`src/rtl/muldiv_pkg.sv`:
```
// rtl/muldiv_pkg.sv - shared op/state types and constants for the RV32M multiply/divide unit
package muldiv_pkg;

  localparam int ITER = 32;
  localparam logic [31:0] DIV0_QUOT = 32'hFFFF_FFFF;

  typedef enum logic [2:0] {
    MUL    = 3'b000,
    MULH   = 3'b001,
    MULHSU = 3'b010,
    MULHU  = 3'b011,
    DIV    = 3'b100,
    DIVU   = 3'b101,
    REM    = 3'b110,
    REMU   = 3'b111
  } op_e;

  typedef enum logic [1:0] {
    IDLE = 2'd0,
    CALC = 2'd1,
    DONE = 2'd2
  } state_e;

endpackage

```
`src/rtl/muldiv_unit.sv`:
```
// rtl/muldiv_unit.sv - iterative radix-2 RV32M multiply/divide unit for the execute stage
// One 64-bit accumulator serves both shift-add multiply and restoring divide.
module muldiv_unit
  import muldiv_pkg::*;
#(
  parameter int XLEN = 32
) (
  input  logic            clk,
  input  logic            rst,
  input  logic            start,
  input  logic            flush,
  input  logic [2:0]      funct3,
  input  logic [XLEN-1:0] src_a,
  input  logic [XLEN-1:0] src_b,
  output logic [XLEN-1:0] result,
  output logic            done,
  output logic            stall
);

  localparam logic [XLEN-1:0] MIN_NEG = {1'b1, {(XLEN-1){1'b0}}};

  state_e            state;
  op_e               op;
  logic [5:0]        cnt;
  logic [2*XLEN-1:0] acc;
  logic [XLEN-1:0]   opnd;
  logic              sign_res;
  logic              sign_a;

  logic            is_div, is_rem, signed_a, signed_b, neg_a, neg_b;
  logic            div_zero, div_ovf;
  logic [XLEN-1:0] mag_a, mag_b, special_res;

  always_comb begin
    is_div   = funct3[2];
    is_rem   = funct3[2] & funct3[1];
    signed_a = is_div ? ~funct3[0] : (funct3 == MULH || funct3 == MULHSU);
    signed_b = is_div ? ~funct3[0] : (funct3 == MULH);
    neg_a    = signed_a & src_a[XLEN-1];
    neg_b    = signed_b & src_b[XLEN-1];
    mag_a    = neg_a ? -src_a : src_a;
    mag_b    = neg_b ? -src_b : src_b;
    div_zero = is_div && (src_b == '0);
    div_ovf  = is_div && !funct3[0] && (src_a == MIN_NEG) && (src_b == '1);
    if (div_zero) special_res = is_rem ? src_a : DIV0_QUOT;
    else          special_res = is_rem ? '0 : MIN_NEG;
  end

  // Multiply shifts right with the carry; divide shifts left bringing in the dividend MSB.
  logic [XLEN-1:0]   mul_addend, quot, remd, fin;
  logic [XLEN:0]     mul_sum, rem_sh, div_diff;
  logic [2*XLEN-1:0] acc_next, prod;

  always_comb begin
    mul_addend = acc[0] ? opnd : '0;
    mul_sum    = {1'b0, acc[2*XLEN-1:XLEN]} + {1'b0, mul_addend};
    rem_sh     = {acc[2*XLEN-1:XLEN], acc[XLEN-1]};
    div_diff   = rem_sh - {1'b0, opnd};
    if (!op[2])              acc_next = {mul_sum, acc[XLEN-1:1]};
    else if (div_diff[XLEN]) acc_next = {rem_sh[XLEN-1:0], acc[XLEN-2:0], 1'b0};
    else                     acc_next = {div_diff[XLEN-1:0], acc[XLEN-2:0], 1'b1};
    prod = sign_res ? -acc_next : acc_next;
    quot = sign_res ? -acc_next[XLEN-1:0] : acc_next[XLEN-1:0];
    remd = sign_a ? -acc_next[2*XLEN-1:XLEN] : acc_next[2*XLEN-1:XLEN];
    case (op)
      MUL:                 fin = prod[XLEN-1:0];
      MULH, MULHSU, MULHU: fin = prod[2*XLEN-1:XLEN];
      DIV, DIVU:           fin = quot;
      default:             fin = remd;
    endcase
  end

  assign stall = (state == IDLE && start && !flush) || state == CALC;

  always_ff @(posedge clk) begin
    if (rst) begin
      state    <= IDLE;
      op       <= MUL;
      cnt      <= '0;
      acc      <= '0;
      opnd     <= '0;
      sign_res <= 1'b0;
      sign_a   <= 1'b0;
      result   <= '0;
      done     <= 1'b0;
    end else if (flush) begin
      state <= IDLE;
      cnt   <= '0;
      done  <= 1'b0;
    end else begin
      case (state)
        IDLE: begin
          done <= 1'b0;
          if (start) begin
            if (div_zero || div_ovf) begin
              result <= special_res;
              done   <= 1'b1;
              state  <= DONE;
            end else begin
              op       <= op_e'(funct3);
              sign_res <= neg_a ^ neg_b;
              sign_a   <= neg_a;
              cnt      <= '0;
              acc      <= is_div ? {{XLEN{1'b0}}, mag_a} : {{XLEN{1'b0}}, mag_b};
              opnd     <= is_div ? mag_b : mag_a;
              state    <= CALC;
            end
          end
        end
        CALC: begin
          acc <= acc_next;
          if (cnt == 6'(ITER - 1)) begin
            cnt    <= '0;
            result <= fin;
            done   <= 1'b1;
            state  <= DONE;
          end else begin
            cnt <= cnt + 6'd1;
          end
        end
        DONE: begin
          done  <= 1'b0;
          state <= IDLE;
        end
        default: begin
          done  <= 1'b0;
          state <= IDLE;
        end
      endcase
    end
  end

endmodule

```
`config.mk`:
```
export PLATFORM = sky130hd
export DESIGN_NAME = muldiv_unit
export DESIGN_NICKNAME = d
export VERILOG_FILES = /design/src/rtl/muldiv_pkg.sv /design/src/rtl/muldiv_unit.sv
export SDC_FILE = /design/constraint.sdc
export NUM_CORES = 1
export LEC_CHECK = 0
export CAP_MARGIN = 10
export CORE_MARGIN = 5
export CORE_UTILIZATION = 50
export DETAILED_ROUTE_END_ITERATION = 16
export PLACE_DENSITY = 0.69
export SLEW_MARGIN = 10
export SYNTH_ARGS = -nofsm -noshare
export SYNTH_HDL_FRONTEND = slang
export SYNTH_SLANG_ARGS = --single-unit
```
`constraint.sdc`:
```
create_clock -name clk -period 17.5 [get_ports clk]
set_input_delay 3.5 -clock clk [delete_from_list [all_inputs] [get_ports clk]]
set_output_delay 3.5 -clock clk [all_outputs]
set_load 0.01 [all_outputs]
```
==> metrics.txt, run 1 <==
result of the run finished, final reports clean; Final Util 0.561; Post-Syn Nets 2517; PostCTS Resize Cnt 0; die height 191 microns; Final Skew 0.0118 ns; filler instances 3164; global route total overflow 0; WL/cell 24.2 microns; dominant cell type by area after synthesis dfxtp_1; Clock Latency Late Sink between 0.4 and 0.5 ns; diodes inserted 0; startpoint types input port; worst hold path class reg -> reg; RSZ-0062 raised after global routing false; r2r endpoint result[20]; Synth Flop Type dfxtp_1; synthesized netlist cell count 2374; Sinks on Clock Net 142; # DRC 0; CP Data Required Time approximately 14 ns; Reg clk slew, reported paths 0.07 ns; DP Wirelength 52.1 mm; count of unique library cells instantiated by Yosys between 90 and 100; post-route setup TNS 0 ns; via count 18800; final RePlAce weighted congestion about 1; All-Layer GR Usage 0.362; total wire length 68.2 mm; Mapped Area 16400 sq um; Hold Crit Endpoint result[4]; final worst-path cycle share 0.484; IO Port Bufs around 100; CTS H-tree lvls 4; initial antenna violation count 1; Hold Crit Start result[4]; # hold bufs at CTS 0; net count reported at finish 2501; Hold Fails Final Rpt 0; CTS tree done; CTS max path bufs 2; Avg Inst Size Synth 6.92 sq um; Rows 66; Worst setup EP type output pin; slowest stage cell, crit path clkdlybuf4s50_1; clock period minus worst slack between 8 and 9 ns; Commonest cells post-synth nor2_1, a21oi_1, nand2_1, o21ai_0, dfxtp_1; die width 191 microns; largest net degree at the start of global routing 78; setup bufs post-CTS 0; fmax 118 MHz; crit-path max FO 6; first-pass GRT wire length 104 mm; number of cells on the worst hold path 2; count leader, synth nor2_1; Core Box Area approximately 32000 sq um; Slew headroom 0.259; Root Buffer Master clkbuf_16; pwr/cell area roughly 64 nW/um^2; r2r setup slk 9.44 ns; max-cap violation count 0; synthesis-to-finish area growth 10.9%; Crit Path Class in -> out; IO Count 105; FFs w/ async S/R, synth 0; number of vias per cell 6.68; Slew Viols, Final 0; r2r worst-path depth 22; Routed Antenna Nets 0; maximum VDD drop 53.8 uV; cell chain of the critical path clkdlybuf4s50_1 -> inv_1 -> a21oi_1 -> nor2_1 -> clkdlybuf4s50_1; number of DRC markers in iteration 0 ~2400; # setup viols final 0; Yosys reg bits around 140; Worst path most repeated cell clkdlybuf4s50_1; Leakage 6.85 nW; Worst Max-Slew Pin Slew 1.10 ns; CTS Buf Count 17; CP peak stage delay 0.58 ns; Syn. warnings 0; die area 36600 sq um; worst r2r src opnd[18]; Starting Density 0.506; layout cell share with drive strength beyond 1 0.0502; Post-synth EDFFs 0; TritonRoute pass-1 iters 7; Yosys top cell area share 0.173; vias in the first global route 17500; sequential-to-total area share from yosys stat 0.173; critical path arrival 4.97 ns; largest cells by area after synthesis dfxtp_1, nor2_1, a21oi_1
through the flow:
step / instance area [sq um] / power (mW) / hold slack, ns / instances / worst slack (ns)
detailed placement: 17600 / 0.752 / 0.449 / 2781 / 9.03
CTS: 18200 / 1.15 / 0.458 / 2813 / 9.03
finish: 18200 / 1.16 / 0.455 / 2813 / 9.03
global placement: 17600 / 0.749 / 0.444 / 2781 / 9.05
floorplan: 16400 / 0.617 / 0.453 / 2374 / 10.16
global route: 18200 / 1.20 / 0.468 / 2813 / 8.97
sequential cells by signal, indices dropped and copies added, names as in the netlist:
name,count
result,32
done,1
state,2
cnt,6
op,3
acc,64
sign_res,1
opnd,32
sign_a,1
power breakdown:
group / leakage (nW) / internal (mW) / switching (mW)
logic: 5.39 / 0.137 / 0.265
clock network: 0.301 / 0.242 / 0.162
registers: 1.16 / 0.337 / 0.0195
worst max path at each step:
stage | from | to | slack [ns] | cells after the start
2_1_floorplan | flush | stall | 10.16 | 3
3_3_place_gp | flush | stall | 9.05 | 5
3_5_place_dp | flush | stall | 9.03 | 5
4_1_cts | flush | stall | 9.03 | 5
5_1_grt | flush | stall | 8.97 | 5
6_report | flush | stall | 9.03 | 5
metal layers:
| layer | wire [microns] | GRT usage |
|---|---|---|
| met1 | 27600 | 0.472 |
| met2 | 30200 | 0.572 |
| met3 | 6100 | 0.0561 |
| met4 | 4290 | 0.199 |
| met5 | 0 | 0 |
cells in the final DEF (no fill, tap or decap), drive strengths merged, types with 11 or more instances in the layout:
cell and instances:
nor2 300, buf 28, a221oi 11, nand3 70
ha 70, nor4 22, and2 41, nand4 46
o211ai 60, o21a 17, nor3b 11, o21ai 183
a21oi 218, nand2b 19, a21o 32, o31ai 33
xor2 82, a311oi 11, clkbuf 21, a211oi 57
nor2b 18, or4 17, inv 78, dfxtp 142
and3 18, a31oi 41, clkdlybuf4s50 102, or3 18
nor3 76, o41ai 13, or2 15, nand2 189
mux2i 71, xnor2 100
worst max-delay path, delay by kind of cell:
kind,cells,cell delay [ns]
AO/OA/AOI/OAI,1,0.20
buffers and inverters,3,1.22
AND/OR/NAND/NOR,1,0.05
cells by family (layout without fill, tap and decap cells):
group | Yosys count | in the layout | share of synthesized area
mux | 79 | 79 | 0.0488
flops | 142 | 142 | 0.173
compound gates | 775 | 775 | 0.307
xor+xnor | 182 | 182 | 0.0970
buf+inv | 241 | 238 | 0.0585
simple gates | 883 | 883 | 0.260
fa+ha+maj | 72 | 72 | 0.0558
area by class of cell:
| class | count | area [sq um] | area share |
|---|---|---|---|
| sequential | 142 | 2850 | 0.156 |
| multi-input combinational | 1991 | 12700 | 0.695 |
| clock inverter | 11 | 153 | 0.00838 |
| clock buffer | 21 | 482 | 0.0264 |
| timing repair buffer | 130 | 1230 | 0.0674 |
| tap | 442 | 553 | 0.0304 |
| inverter | 76 | 285 | 0.0157 |
No activity file was read; power rests on OpenSTA's default activity.
==> run 2: changes to the inputs <==
--- a/config.mk
+++ b/config.mk
@@ -9,7 +9,7 @@
 export CORE_MARGIN = 5
 export CORE_UTILIZATION = 50
 export DETAILED_ROUTE_END_ITERATION = 16
-export PLACE_DENSITY = 0.69
+export PLACE_DENSITY = 0.72
 export SLEW_MARGIN = 10
 export SYNTH_ARGS = -nofsm -noshare
 export SYNTH_HDL_FRONTEND = slang
==> constraint.sdc (replaced) <==
create_clock -name clk -period 7.75 [get_ports clk]
set_input_delay 1.55 -clock clk [delete_from_list [all_inputs] [get_ports clk]]
set_output_delay 1.55 -clock clk [all_outputs]
set_load 0.01 [all_outputs]
==> run 2 against run 1 <==
  * Hold slack better by 0.0045 ns
  * Sequential cell count unchanged
  * Count of clock-buffer cells in the layout down 1
  * Final cell count about the same
  * Sequential power up 120%
  * Sequential share of layout area about the same
  * Clock power up 130%
  * Largest cell class unchanged
==> metrics.txt, run 2 (same netlist as run 1, synthesis figures left out) <==
result of the run finished, final reports clean; commonest non-fill, non-tap cell in the layout nor2_1; Worst setup EP type flip-flop; largest net degree at the start of global routing 79 (+1.3%); synthesis-to-finish area growth 11.1%; clock period minus worst slack roughly 6.8 ns; Final Util 0.562 (+0.000848); Routed Antenna Nets 0 (unchanged); total power 2.68 mW (+130%); Final Skew 0.00967 ns (-0.00211 ns); max reg flops 64 (unchanged); RSZ-0062 raised after global routing false; die width 191 microns (unchanged); worst r2r src acc[31]; Slew headroom 0.0837 (-0.175); Reg clk slew, reported paths 0.07 ns (about the same); number of vias per cell 6.80 (+1.8%); global route total overflow 0 (unchanged); net count reported at finish 2501 (unchanged); first-pass GRT wire length 108 mm (+3.7%); Sinks on Clock Net 142 (unchanged); total wire length 71.6 mm (+5.1%); r2r setup slk 0.92 ns (-8.52 ns); IO Port Bufs 104 (unchanged); worst hold slack 0.459 ns (+0.00448 ns); # setup viols final 0 (unchanged); Hold Fails Final Rpt 0 (unchanged); post-route setup TNS 0 ns (unchanged); Core Box Area 32500 sq um (unchanged); r2r worst-path depth 24 (+9.1%); Clock Latency Late Sink 0.46 ns (about the same); die height 191 microns (unchanged); final worst-path cycle share 0.881; Worst Max-Slew Pin Slew 1.34 ns (+0.242 ns); setup bufs post-CTS 0 (unchanged); Largest Register acc; worst hold path class reg -> reg; startpoint types flip-flop; DP Wirelength 54.2 mm (+4.0%); multi-input logic area 12700 sq um (about the same); layout cell share with drive strength beyond 1 0.0510 (+0.000844); die area 36600 sq um (unchanged); Hold Crit Endpoint result[11]; # hold bufs at CTS 0 (unchanged); vias in the first global route 17800 (+1.7%); TritonRoute pass-1 iters 7 (unchanged); number of cells on the worst hold path 2 (unchanged); # placed instances 2781 (unchanged); CTS tree done; crit-path max FO 19 (+13); CP peak stage delay 0.70 ns (+0.12 ns); WL/cell 25.4 microns (+5.0%); Crit Path Class reg -> reg; critical path arrival 7.21 ns (+2.24 ns); final RePlAce weighted congestion 1.02 (+3.5%); Rows 66 (unchanged); # DRC 0 (unchanged); Leakage 6.85 nW (+0.14%); number of DRC markers in iteration 0 2547 (+7.7%); IO Count 105 (unchanged); Slew Viols, Final 0 (unchanged); pwr/cell area 147 nW/um^2 (+130%); CTS max path bufs 2 (unchanged); filler instances 3178 (+0.44%); r2r endpoint result[28]; cell chain of the critical path inv_1 -> ha_1 -> inv_1 -> fa_1 -> a211oi_1 -> or3_1 -> a211oi_4 -> o21ai_2 -> a21oi_4 -> nor3_1 -> nor2_1 -> ha_1 -> o211ai_1 -> or2_2 -> nor3_1 -> nand4_1 -> or2_1 -> nor2_1 -> nand4_2 -> or3_1 -> o31ai_2 -> mux2i_1 -> a221o_1 -> a31oi_1; maximum VDD drop 169 uV (+220%); Regs by FF count acc: 64 flops, opnd: 32 flops, result: 32 flops; CP Data Required Time 8.14 ns (-5.86 ns); slowest stage cell, crit path a21oi_4; Starting Density 0.506 (unchanged); most frequent cells in the layout nor2_1, a21oi_1, nand2_1, o21ai_0, dfxtp_1; Root Buffer Master clkbuf_16; Hold Crit Start result[11]; max-cap violation count 0 (unchanged); via count 19200 (+1.9%); Seq. cell area 2850 sq um (about the same); All-Layer GR Usage 0.380 (+0.0183); CTS Buf Count 17 (unchanged); CTS H-tree lvls 4 (unchanged); initial antenna violation count 3 (+2); fmax between 100 and 150 MHz; PostCTS Resize Cnt 0 (unchanged); Finished Layout Cells 2815 (+0.071%)
==> run 2: worst max path at each step <==
stage | endpoint | from | slack (ns)
2_1_floorplan | result[28] | op[2] | 1.97
5_1_grt | result[28] | opnd[17] | 0.51
3_5_place_dp | acc[56] | src_a[0] | 1.01
3_3_place_gp | acc[56] | src_a[0] | 1.07
4_1_cts | result[28] | acc[31] | 1.06
6_report | result[28] | acc[31] | 0.92
==> run 2: power breakdown <==
part,internal (mW),switching (mW)
Sequential,0.761,0.0403
Clock,0.559,0.384
Combinational,0.312,0.623
Total,1.63,1.05
==> run 2: metal layers <==
metal	wire (microns)	part of all wire	GRT usage	up-vias
met5	13	0.00018	0	-
li1	-	-	-	8677
met3	8220	0.11	0.0995	275
met1	27000	0.38	0.474	8953
met2	31100	0.43	0.586	1249
met4	5270	0.074	0.231	2
==> run 2: final cells by class <==
class                           instances  area share
Antenna cell                            2    0.000274
Clock buffer                           20      0.0250
Clock inverter                         12      0.0101
Inverter                               76      0.0156
Multi-Input combinational cell       1991       0.694
Sequential cell                       142       0.156
Tap cell                              442      0.0303
Timing Repair Buffer                  130      0.0680
==> run 2: stage by stage <==
step / worst slack, ns / instance area (sq um)
2_1_floorplan: 1.97 / 16400
3_3_place_gp: 1.07 / 17600
3_5_place_dp: 1.01 / 17600
4_1_cts: 1.06 / 18200
5_1_grt: 0.506 / 18200
6_report: 0.924 / 18200
==> run 2: worst max-delay path: cells and delay by family (launching register included) <==
family | cells | cell delay, ns
buffers and inverters | 2 | 0.15
and+or+nand+nor | 10 | 3.24
AOI/OAI and AO/OA | 8 | 2.15
DFF | 1 | 0.40
muxes | 1 | 0.12
adders and majority gates | 3 | 0.71
